## config.mk

```make
export PLATFORM = sky130hd
export DESIGN_NAME = riscv_lsu
export DESIGN_NICKNAME = d
export VERILOG_FILES = /design/src/rtl/riscv_lsu.sv
export SDC_FILE = /design/constraint.sdc
export NUM_CORES = 1
export LEC_CHECK = 0
export ABC_AREA = 1
export CAP_MARGIN = 20
export CELL_PAD_IN_SITES_DETAIL_PLACEMENT = 1
export CELL_PAD_IN_SITES_GLOBAL_PLACEMENT = 2
export CORE_MARGIN = 2
export CORE_UTILIZATION = 26
export CTS_CLUSTER_SIZE = 28
export DETAILED_ROUTE_END_ITERATION = 7
export HOLD_SLACK_MARGIN = 0.15
export PLACE_DENSITY = 0.87
export SYNTH_ARGS = -nofsm -noshare
export SYNTH_HDL_FRONTEND = slang
export SYNTH_SLANG_ARGS = --single-unit
```

## constraint.sdc

```tcl
create_clock -name i_riscv_lsu_clk -period 3.25 [get_ports i_riscv_lsu_clk]
set_input_delay 0.325 -clock i_riscv_lsu_clk [delete_from_list [all_inputs] [get_ports i_riscv_lsu_clk]]
set_output_delay 0.325 -clock i_riscv_lsu_clk [all_outputs]
set_load 0.02 [all_outputs]
```

## src/rtl/riscv_lsu.sv

```systemverilog
// Load/store unit: aligned accesses pass straight to the data memory; misaligned
// ones are split into doubleword reads and read-modify-write doublewords.
module riscv_lsu #(
  parameter bit MISALIGN_EN = 1'b1
) (
  input  logic        i_riscv_lsu_clk,
  input  logic        i_riscv_lsu_rst_n,
  input  logic        i_riscv_lsu_req,
  input  logic        i_riscv_lsu_we,
  input  logic [1:0]  i_riscv_lsu_size,
  input  logic        i_riscv_lsu_unsigned,
  input  logic [63:0] i_riscv_lsu_addr,
  input  logic [63:0] i_riscv_lsu_wdata,
  output logic        o_riscv_lsu_stall,
  output logic [63:0] o_riscv_lsu_rdata,
  output logic        o_riscv_lsu_rvalid,
  output logic        o_riscv_lsu_misaligned,
  output logic        o_riscv_lsu_dm_wen,
  output logic [1:0]  o_riscv_lsu_dm_sel,
  output logic [63:0] o_riscv_lsu_dm_addr,
  output logic [63:0] o_riscv_lsu_dm_wdata,
  input  logic [63:0] i_riscv_lsu_dm_rdata
);

  typedef enum logic [2:0] {
    ST_IDLE     = 3'd0,
    ST_LD_HI    = 3'd1,
    ST_ST_RD_HI = 3'd2,
    ST_ST_WR_LO = 3'd3,
    ST_ST_WR_HI = 3'd4
  } state_e;

  state_e      state_q, state_d;
  logic [63:0] lo_q, lo_d;
  logic [63:0] hi_q, hi_d;

  logic [2:0]   off_s;
  logic [3:0]   nbytes_s;
  logic         mis_s;
  logic         cross_s;
  logic [63:0]  base_s;
  logic [63:0]  base_hi_s;
  logic [7:0]   bmask_s;
  logic [15:0]  mask_s;
  logic [127:0] ins_s;
  logic [127:0] ld_src_s;
  logic [127:0] ld_shift_s;

  logic        stall_s, rvalid_s, misaligned_s, wen_s;
  logic [1:0]  sel_s;
  logic [63:0] dm_addr_s, dm_wdata_s, rdata_s;

  function automatic logic [63:0] extend(input logic [63:0] d, input logic [1:0] sz,
                                         input logic uns);
    logic [63:0] r;
    case (sz)
      2'b00:   r = uns ? {56'd0, d[7:0]}  : {{56{d[7]}}, d[7:0]};
      2'b01:   r = uns ? {48'd0, d[15:0]} : {{48{d[15]}}, d[15:0]};
      2'b10:   r = uns ? {32'd0, d[31:0]} : {{32{d[31]}}, d[31:0]};
      default: r = d;
    endcase
    return r;
  endfunction

  function automatic logic [63:0] merge_bytes(input logic [63:0] old_v, input logic [63:0] new_v,
                                              input logic [7:0] m);
    logic [63:0] r;
    for (int i = 0; i < 8; i++) begin
      r[8*i +: 8] = m[i] ? new_v[8*i +: 8] : old_v[8*i +: 8];
    end
    return r;
  endfunction

  // Address decode: offset, size, misalignment and doubleword crossing.
  always_comb begin
    off_s     = i_riscv_lsu_addr[2:0];
    nbytes_s  = 4'd1 << i_riscv_lsu_size;
    base_s    = {i_riscv_lsu_addr[63:3], 3'b000};
    base_hi_s = base_s + 64'd8;
    case (i_riscv_lsu_size)
      2'b00:   begin mis_s = 1'b0;                         bmask_s = 8'h01; end
      2'b01:   begin mis_s = i_riscv_lsu_addr[0];          bmask_s = 8'h03; end
      2'b10:   begin mis_s = |i_riscv_lsu_addr[1:0];       bmask_s = 8'h0F; end
      default: begin mis_s = |i_riscv_lsu_addr[2:0];       bmask_s = 8'hFF; end
    endcase
    cross_s    = ({1'b0, off_s} + nbytes_s) > 4'd8;
    mask_s     = {8'd0, bmask_s} << off_s;
    ins_s      = {64'd0, i_riscv_lsu_wdata} << {off_s, 3'b000};
    ld_src_s   = (state_q == ST_LD_HI) ? {i_riscv_lsu_dm_rdata, lo_q}
                                       : {64'd0, i_riscv_lsu_dm_rdata};
    ld_shift_s = ld_src_s >> {off_s, 3'b000};
  end

  // Next-state and data-memory request generation.
  always_comb begin
    state_d      = state_q;
    lo_d         = lo_q;
    hi_d         = hi_q;
    stall_s      = 1'b0;
    rvalid_s     = 1'b0;
    misaligned_s = 1'b0;
    wen_s        = 1'b0;
    sel_s        = 2'b00;
    dm_addr_s    = 64'd0;
    dm_wdata_s   = 64'd0;
    rdata_s      = 64'd0;
    case (state_q)
      ST_IDLE: begin
        if (!i_riscv_lsu_req) begin
          state_d = ST_IDLE;
        end else if (mis_s && !MISALIGN_EN) begin
          misaligned_s = 1'b1;
        end else if (!i_riscv_lsu_we) begin
          dm_addr_s = base_s;
          sel_s     = 2'b11;
          if (cross_s) begin
            lo_d    = i_riscv_lsu_dm_rdata;
            stall_s = 1'b1;
            state_d = ST_LD_HI;
          end else begin
            rdata_s  = extend(ld_shift_s[63:0], i_riscv_lsu_size, i_riscv_lsu_unsigned);
            rvalid_s = 1'b1;
          end
        end else if (!mis_s) begin
          dm_addr_s  = i_riscv_lsu_addr;
          sel_s      = i_riscv_lsu_size;
          dm_wdata_s = i_riscv_lsu_wdata;
          wen_s      = 1'b1;
        end else begin
          dm_addr_s = base_s;
          sel_s     = 2'b11;
          lo_d      = i_riscv_lsu_dm_rdata;
          stall_s   = 1'b1;
          state_d   = cross_s ? ST_ST_RD_HI : ST_ST_WR_LO;
        end
      end
      ST_LD_HI: begin
        dm_addr_s = base_hi_s;
        sel_s     = 2'b11;
        rdata_s   = extend(ld_shift_s[63:0], i_riscv_lsu_size, i_riscv_lsu_unsigned);
        rvalid_s  = 1'b1;
        state_d   = ST_IDLE;
      end
      ST_ST_RD_HI: begin
        dm_addr_s = base_hi_s;
        sel_s     = 2'b11;
        hi_d      = i_riscv_lsu_dm_rdata;
        stall_s   = 1'b1;
        state_d   = ST_ST_WR_LO;
      end
      ST_ST_WR_LO: begin
        dm_addr_s  = base_s;
        sel_s      = 2'b11;
        wen_s      = 1'b1;
        dm_wdata_s = merge_bytes(lo_q, ins_s[63:0], mask_s[7:0]);
        if (cross_s) begin
          stall_s = 1'b1;
          state_d = ST_ST_WR_HI;
        end else begin
          state_d = ST_IDLE;
        end
      end
      ST_ST_WR_HI: begin
        dm_addr_s  = base_hi_s;
        sel_s      = 2'b11;
        wen_s      = 1'b1;
        dm_wdata_s = merge_bytes(hi_q, ins_s[127:64], mask_s[15:8]);
        state_d    = ST_IDLE;
      end
      default: begin
        state_d = ST_IDLE;
      end
    endcase
  end

  // State and holding registers.
  always_ff @(posedge i_riscv_lsu_clk or negedge i_riscv_lsu_rst_n) begin
    if (!i_riscv_lsu_rst_n) begin
      state_q <= ST_IDLE;
      lo_q    <= 64'd0;
      hi_q    <= 64'd0;
    end else begin
      state_q <= state_d;
      lo_q    <= lo_d;
      hi_q    <= hi_d;
    end
  end

  // Outputs are gated by reset so an in-flight store cannot write while reset is held.
  assign o_riscv_lsu_stall      = i_riscv_lsu_rst_n & stall_s;
  assign o_riscv_lsu_rvalid     = i_riscv_lsu_rst_n & rvalid_s;
  assign o_riscv_lsu_misaligned = i_riscv_lsu_rst_n & misaligned_s;
  assign o_riscv_lsu_dm_wen     = i_riscv_lsu_rst_n & wen_s;
  assign o_riscv_lsu_dm_sel     = i_riscv_lsu_rst_n ? sel_s      : 2'b00;
  assign o_riscv_lsu_dm_addr    = i_riscv_lsu_rst_n ? dm_addr_s  : 64'd0;
  assign o_riscv_lsu_dm_wdata   = i_riscv_lsu_rst_n ? dm_wdata_s : 64'd0;
  assign o_riscv_lsu_rdata      = i_riscv_lsu_rst_n ? rdata_s    : 64'd0;

endmodule

```

==> impl_metrics.yaml, run 1 <==
outcome:
  run_status: "finished, final reports clean"
place:
  portBuffers: 395
  globalplace.congestion: 0.9954
  dpl.hpwl_um: 95010
  pre_cts_ws_ns: -0.6793
timing:
  timing.final.ws_setup_ns: 0.06877
  worst_pin_slew_ns: 0.9142
  period_minus_slack_ns: 3.181
  setup_viol: 0
  fin_crit_sh: 0.9788
  fin_skew_ns: 0.005241
  grt_setup_unrepaired: "yes"
  slew_viol_final: 0
  hold_viol: 0
  max_freq_mhz: 314.3
  max_slew_margin: 0.3905
synthesis:
  synth_area_um2: 16850
  ys_warn_count: 0
  syn_inst: 3076
  syn_avg_cell_area_um2: 5.479
  ys_top_cells_by_area: "dfrtp_1 19%, nand2_1 19%, o21ai_0 11%"
  yosysSeqAreaShare: 0.1945
  synth_cell_types: 51
  synth-seq-cells: 131
  synth-edff-count: 0
  yosys.area.top_type_share: 0.1945
  synthFlopType: "dfrtp_1"
  async_flop_share: 1.000
  syn_nets: 3280
  synth_area_leader_cell: "dfrtp_1"
setup_path:
  max_stage_delay_ns: 0.44
  worst_setup_path_end_kind: "primary output"
  critPathBufInv: 5
  timing.critical_path.required_ns: 2.92
  cp_cell_sequence: "nor2_4 > buf_12 > buf_6 > clkbuf_16 > nand3b_1 > nand3_1 > nand2_1 > nor2_1 > nor2_1 > buf_4 > o21ai_0 > nor2_2 > buf_4"
  crit_arrival_ns: 2.86
  cpLargestDelayFamily: "simple AND/OR/NAND/NOR gates"
  slowest_stage: "dfrtp_2"
  worst_setup_path_start_kind: "flop"
  crit_fanout: 16
  path_class: "flop to primary output"
detailed_routing:
  drt-total-wl_um: 117300
  ant_nets: 0
  wl_per_cell_um: 25.43
  via_count: 25740
  drtPass1Iterations: 5
  drt_first_iter_violations: 2902
  viasPerCell: 5.580
  drc: 0
die:
  die_x_um: 258.6
  start_util: 0.2624
  fp-row-count: 93
  die_h_um: 258.6
  dieArea_um2: 66880
  io_pins: 397
  core_um2: 64230
global_routing:
  gr-total-overflow: 0
  gr-usage-all-layers: 0.3376
  grt_antenna_before_repair: 1
  grt_pass1_wl_um: 168600
  grt_max_degree: 111
  grt_pass1_vias: 25360
clock_tree:
  clock_path_buffers: 2
  clkSlewWorstSetupHoldPaths_ns: 0.06
  clock-sinks: 131
  numCtsBuffers: 17
  clock-root-buffer: "clkbuf_16"
  cts_tree: "built"
  cts_max_level: 4
  clk-insertion-delay-late_ns: 0.43
cells_and_area:
  area_delta_synth_final_pct: 52.74
  nets: 3949
  fillerInstances: 8561
  drive_gt1_frac: 0.1842
  final_util: 0.4008
job:
  maxCapViolCount: 0
power_and_ir_drop:
  fin_total_pwr_mw: 14.58
  power_leakage_nw: 12.95
  p_per_area_nw_per_um2: 566.4
  ir_drop_mv: 0.5088
worst_hold_path:
  hp-class: "input port to async pin"
==> synth_stat cells, types with 2 or more instances <==
master / count
nor3_1: 44
clkinv_1: 2
dfrtp_1: 131
inv_1: 263
o21ai_0: 373
o21ai_1: 40
nor2_4: 2
nor2_2: 7
a31o_1: 3
a32o_1: 9
or2_0: 2
inv_2: 18
nand2_1: 865
a221oi_1: 9
o211ai_1: 49
a211oi_1: 7
buf_1: 20
o21a_1: 15
nor4_1: 2
a31oi_1: 34
o221ai_1: 21
o2111ai_1: 3
buf_4: 6
buf_6: 3
o21bai_1: 2
or2_2: 22
clkbuf_1: 106
nand3b_1: 19
o22ai_1: 9
and2_1: 2
o31ai_1: 8
nand3_2: 3
nand3_1: 368
a21oi_1: 185
nand4_1: 41
buf_2: 73
ha_1: 4
nor2_1: 279
a31o_2: 15
==> worst register-to-register path, cell delays in order (launching register included) <==
cell and delay, ns:
dfrtp_1 0.41, buf_4 0.17, nand3_4 0.09, buf_4 0.29
buf_4 0.75, nand2_1 0.28, o21ai_0 0.15
==> through the flow <==
step | instance area, um2 | hold slack, ns | TNS [ns] | cells
global route | 25740 | 0.3210 | -0.2235 | 4612
finish | 25740 | 0.3266 | 0 | 4613
global placement | 24860 | 0.1851 | -48.93 | 4559
CTS | 25470 | 0.3106 | 0 | 4598
floorplan | 16850 | 0.02941 | 0 | 3076
detailed placement | 24860 | 0.1829 | -51.57 | 4559
==> power by group <==
| group | internal [mW] | leakage [nW] | switching, mW |
|---|---|---|---|
| logic | 3.34 | 11.0 | 5.97 |
| clock network | 1.20 | 0.280 | 0.764 |
| registers | 2.42 | 1.62 | 0.885 |
==> cells in the final DEF (no fill, tap or decap), drive strengths merged, types with 41 or more instances in the layout <==
cell	instances
nand2	866
buf	507
o21ai	414
nand3	371
nor2	288
inv	282
clkdlybuf4s50	198
a21oi	186
dfrtp	131
dlymetal6s2s	58
dlygate4sd2	56
clkbuf	51
o211ai	49
nor3	45
nand4	41
==> layout make-up <==
type                    count  area [um2]  area share
clock inverters            12       157.7    0.006124
inverters                 283        1074     0.04170
clock buffers              19       432.9     0.01682
well taps                 855        1070     0.04156
multi-input cells        2454       11840      0.4600
repair buffers            858        7884      0.3062
flip-flops and latches    131        3281      0.1274
diodes                      1       2.502  0.00009721
==> per-layer routing <==
metal | part of all wire | global-route usage | wire length [um]
met1 | 0.44 | 0.4727 | 51510
met2 | 0.43 | 0.5138 | 50330
met3 | 0.091 | 0.06553 | 10730
met4 | 0.040 | 0.1203 | 4704
met5 | 0.00049 | 0 | 58
==> path summary, 6_finish.rpt <==
kind                                 startpoint  cells after the start  slack, ns               endpoint
hold / removal                i_riscv_lsu_rst_n                      2       0.33                lo_q[7]
max in group asynchronous     i_riscv_lsu_rst_n                      4       1.24               hi_q[56]
setup reg to reg                     state_q[1]                      6       1.01               hi_q[50]
setup / recovery                     state_q[2]                     13       0.07  o_riscv_lsu_rdata[35]
min in group i_riscv_lsu_clk           hi_q[35]                      2       0.48               hi_q[35]
hold reg to reg                        hi_q[35]                      2       0.48               hi_q[35]
==> flip-flops by register name, indices dropped and copies added, names as in the netlist <==
| signal | cells |
|---|---|
| hi_q | 64 |
| lo_q | 64 |
| state_q | 3 |
==> logic make-up (layout without fill, tap and decap cells) <==
family | count (synthesis) | count (layout) | synth area share
fa+ha+maj | 5 | 5 | 0.004157
compound gates | 786 | 786 | 0.2638
simple gates | 1662 | 1662 | 0.4199
other cells | 1 | 2 | 0.0002225
flops | 131 | 131 | 0.1945
buf+inv | 491 | 1172 | 0.1174
==> what timing repair did <==
item,4_1_cts,5_1_grt
setup buffers,6,12
gates cloned,1,2
gates resized for setup,239,190
hold endpoints to repair,5,0
hold buffers,1,0
endpoints found under the setup margin,172,136
pin swaps,4,13
No activity file was read; power rests on OpenSTA's default activity.
==> inputs of run 2 (changes only) <==
Settings changed: GPL_TIMING_DRIVEN from default to 0.
==> run 2 against run 1 <==
- the flow now finishes with violations (negative setup slack)
- combinational power grew 2%
- cell count fell by 4.5%
- utilization shrank 2.6 points
- die area is the same
- routed wire length rose by 16%
- worst hold slack improved by 0.16 ns
- largest power group unchanged
==> impl_metrics.yaml, run 2 (synthesis gave the netlist of run 1 again) <==
global_routing:
  gr-usage-all-layers: 0.3921
  grt_pass1_vias: 25350
  grt_pass1_wl_um: 187500
  grt_max_degree: 51
  gr-total-overflow: 0
  grt_antenna_before_repair: 2
setup_path:
  crit_fanout: 10
  timing.critical_path.required_ns: 2.92
  worst_setup_path_start_kind: "input port"
  cpLargestDelayFamily: "buffers and inverters"
  path_class: "input port to primary output"
  critPathBufInv: 4
  slowest_stage: "clkdlybuf4s50_1"
  crit_arrival_ns: 2.94
  max_stage_delay_ns: 0.46
  path_common_cell: "nand2_1"
  cp_cell_sequence: "clkdlybuf4s50_1 > buf_8 > nor2_2 > clkbuf_2 > nand2_1 > o221ai_1 > nor2_1 > nand2_1 > a21oi_1 > buf_2"
  worst_setup_path_end_kind: "primary output"
power_and_ir_drop:
  ir_drop_mv: 0.4346
  p_per_area_nw_per_um2: 632.0
  combinationalPowerShare: 0.625
  power_leakage_nw: 11.09
  switchingPower_mw: 8.265
  p_int_mw: 6.938
  clockPowerShare: 0.158
  seqPwrFrac: 0.217
  switching_share: 0.5436
detailed_routing:
  via_count: 25930
  drc: 0
  wl_per_cell_um: 30.99
  viasPerCell: 5.887
  drt-total-wl_um: 136500
  drt_first_iter_violations: 3084
  drtPass1Iterations: 5
  ant_nets: 0
cells_and_area:
  multi_input_area_um2: 12450
  final_cell_mix: "847 x nand2_1, 346 x nand3_1, 329 x o21ai_0"
  final-seq-area_um2: 3281
  fillerInstances: 8615
  design_area_um2: 24060
  layout_commonest_cell: "nand2_1"
  area_delta_synth_final_pct: 42.74
  final_util: 0.3746
  nets: 3741
  top_regs: "hi_q (64), lo_q (64), state_q (3)"
  instances_no_fill: 4405
  drive_gt1_frac: 0.1575
  insertedDiodeCount: 0
timing:
  slew_viol_final: 0
  grt_setup_unrepaired: "yes"
  max_freq_mhz: 306.7
  period_minus_slack_ns: 3.260
  timing.final.ws_setup_ns: -0.01028
  hold_viol: 0
  fin_skew_ns: 0.01036
  worst_pin_slew_ns: 0.9561
  fin_crit_sh: 1.003
  setup_viol: 1
  max_slew_margin: 0.3626
  fin_hold_ws_ns: 0.4852
clock_tree:
  clock_path_buffers: 2
  cts_tree: "built"
  clkSlewWorstSetupHoldPaths_ns: 0.06
  cts_max_level: 4
  clock-root-buffer: "clkbuf_16"
  clk-insertion-delay-late_ns: 0.44
  clock-sinks: 131
  numCtsBuffers: 17
place:
  dpl.hpwl_um: 112000
  pre_cts_ws_ns: -2.852
  place_area_um2: 21900
  dp.cells: 4326
  portBuffers: 394
  globalplace.congestion: 1.018
die:
  dieArea_um2: 66880
  die_h_um: 258.6
  io_pins: 397
  start_util: 0.2624
  core_um2: 64230
  fp-row-count: 93
  die_x_um: 258.6
job:
  maxCapViolCount: 0
worst_hold_path:
  hp-class: "flop to flop"
outcome:
  run_status: "finished with violations"
  failed_checks: "negative setup slack"
==> run 2: metrics by stage <==
stage,total power [mW],TNS (ns)
after floorplan,7.559,0
after global placement,11.72,-1454.50
after detailed placement,11.83,-403.16
after CTS,14.46,-0.2643
after global routing,15.77,-0.01915
final,15.20,-0.01028
==> run 2: layer usage <==
metal,up-vias,routed length [um],global-route usage
li1,11300,-,-
met1,12710,57620,0.5318
met2,1592,56850,0.5797
met3,336,13390,0.08236
met4,2,8618,0.2119
met5,-,12,0
==> run 2: cell type report <==
cell class	count	share of cell area
clock inverter	13	0.01155
inverter	283	0.04592
timing repair buffer	442	0.1685
buffer	208	0.05752
multi-input combinational	2454	0.5173
sequential	131	0.1364
tap	855	0.04447
clock buffer	19	0.01841
==> run 2: final timing paths <==
check | cells after the start | start | slack [ns] | endpoint
worst max-delay path | 10 | i_riscv_lsu_addr[2] | -0.01 | o_riscv_lsu_rdata[11]
worst min-delay path | 2 | hi_q[39] | 0.49 | hi_q[39]
worst max register to register | 8 | state_q[0] | 0.78 | hi_q[63]
worst min register to register | 2 | hi_q[39] | 0.49 | hi_q[39]
max in group asynchronous | 5 | i_riscv_lsu_rst_n | 2.26 | state_q[2]
min in group asynchronous | 5 | i_riscv_lsu_rst_n | 0.68 | lo_q[55]
==> run 2: repair_timing <==
item	4_1_cts	5_1_grt
setup endpoints to repair	264	155
hold endpoints to repair	90	0
buffers inserted	24	13
gates resized for setup	775	218
pin swaps	26	23
gates cloned	2	1
hold buffers	7	0
==> run 2: power groups by stage <==
stage / Combinational [mW] / Sequential (mW) / Clock [mW]
final: 9.50 / 3.30 / 2.40
after global routing: 10.0 / 3.31 / 2.46
after CTS: 8.86 / 3.21 / 2.39
after detailed placement: 8.62 / 3.21 / 0
after global placement: 8.54 / 3.18 / 0
after floorplan: 4.80 / 2.76 / 0
==> run 2: tightest hold or removal path, cell delays in order (launching register included) <==
cell	delay, ns
dfrtp_1	0.34
nand2_1	0.05
o21ai_0	0.06
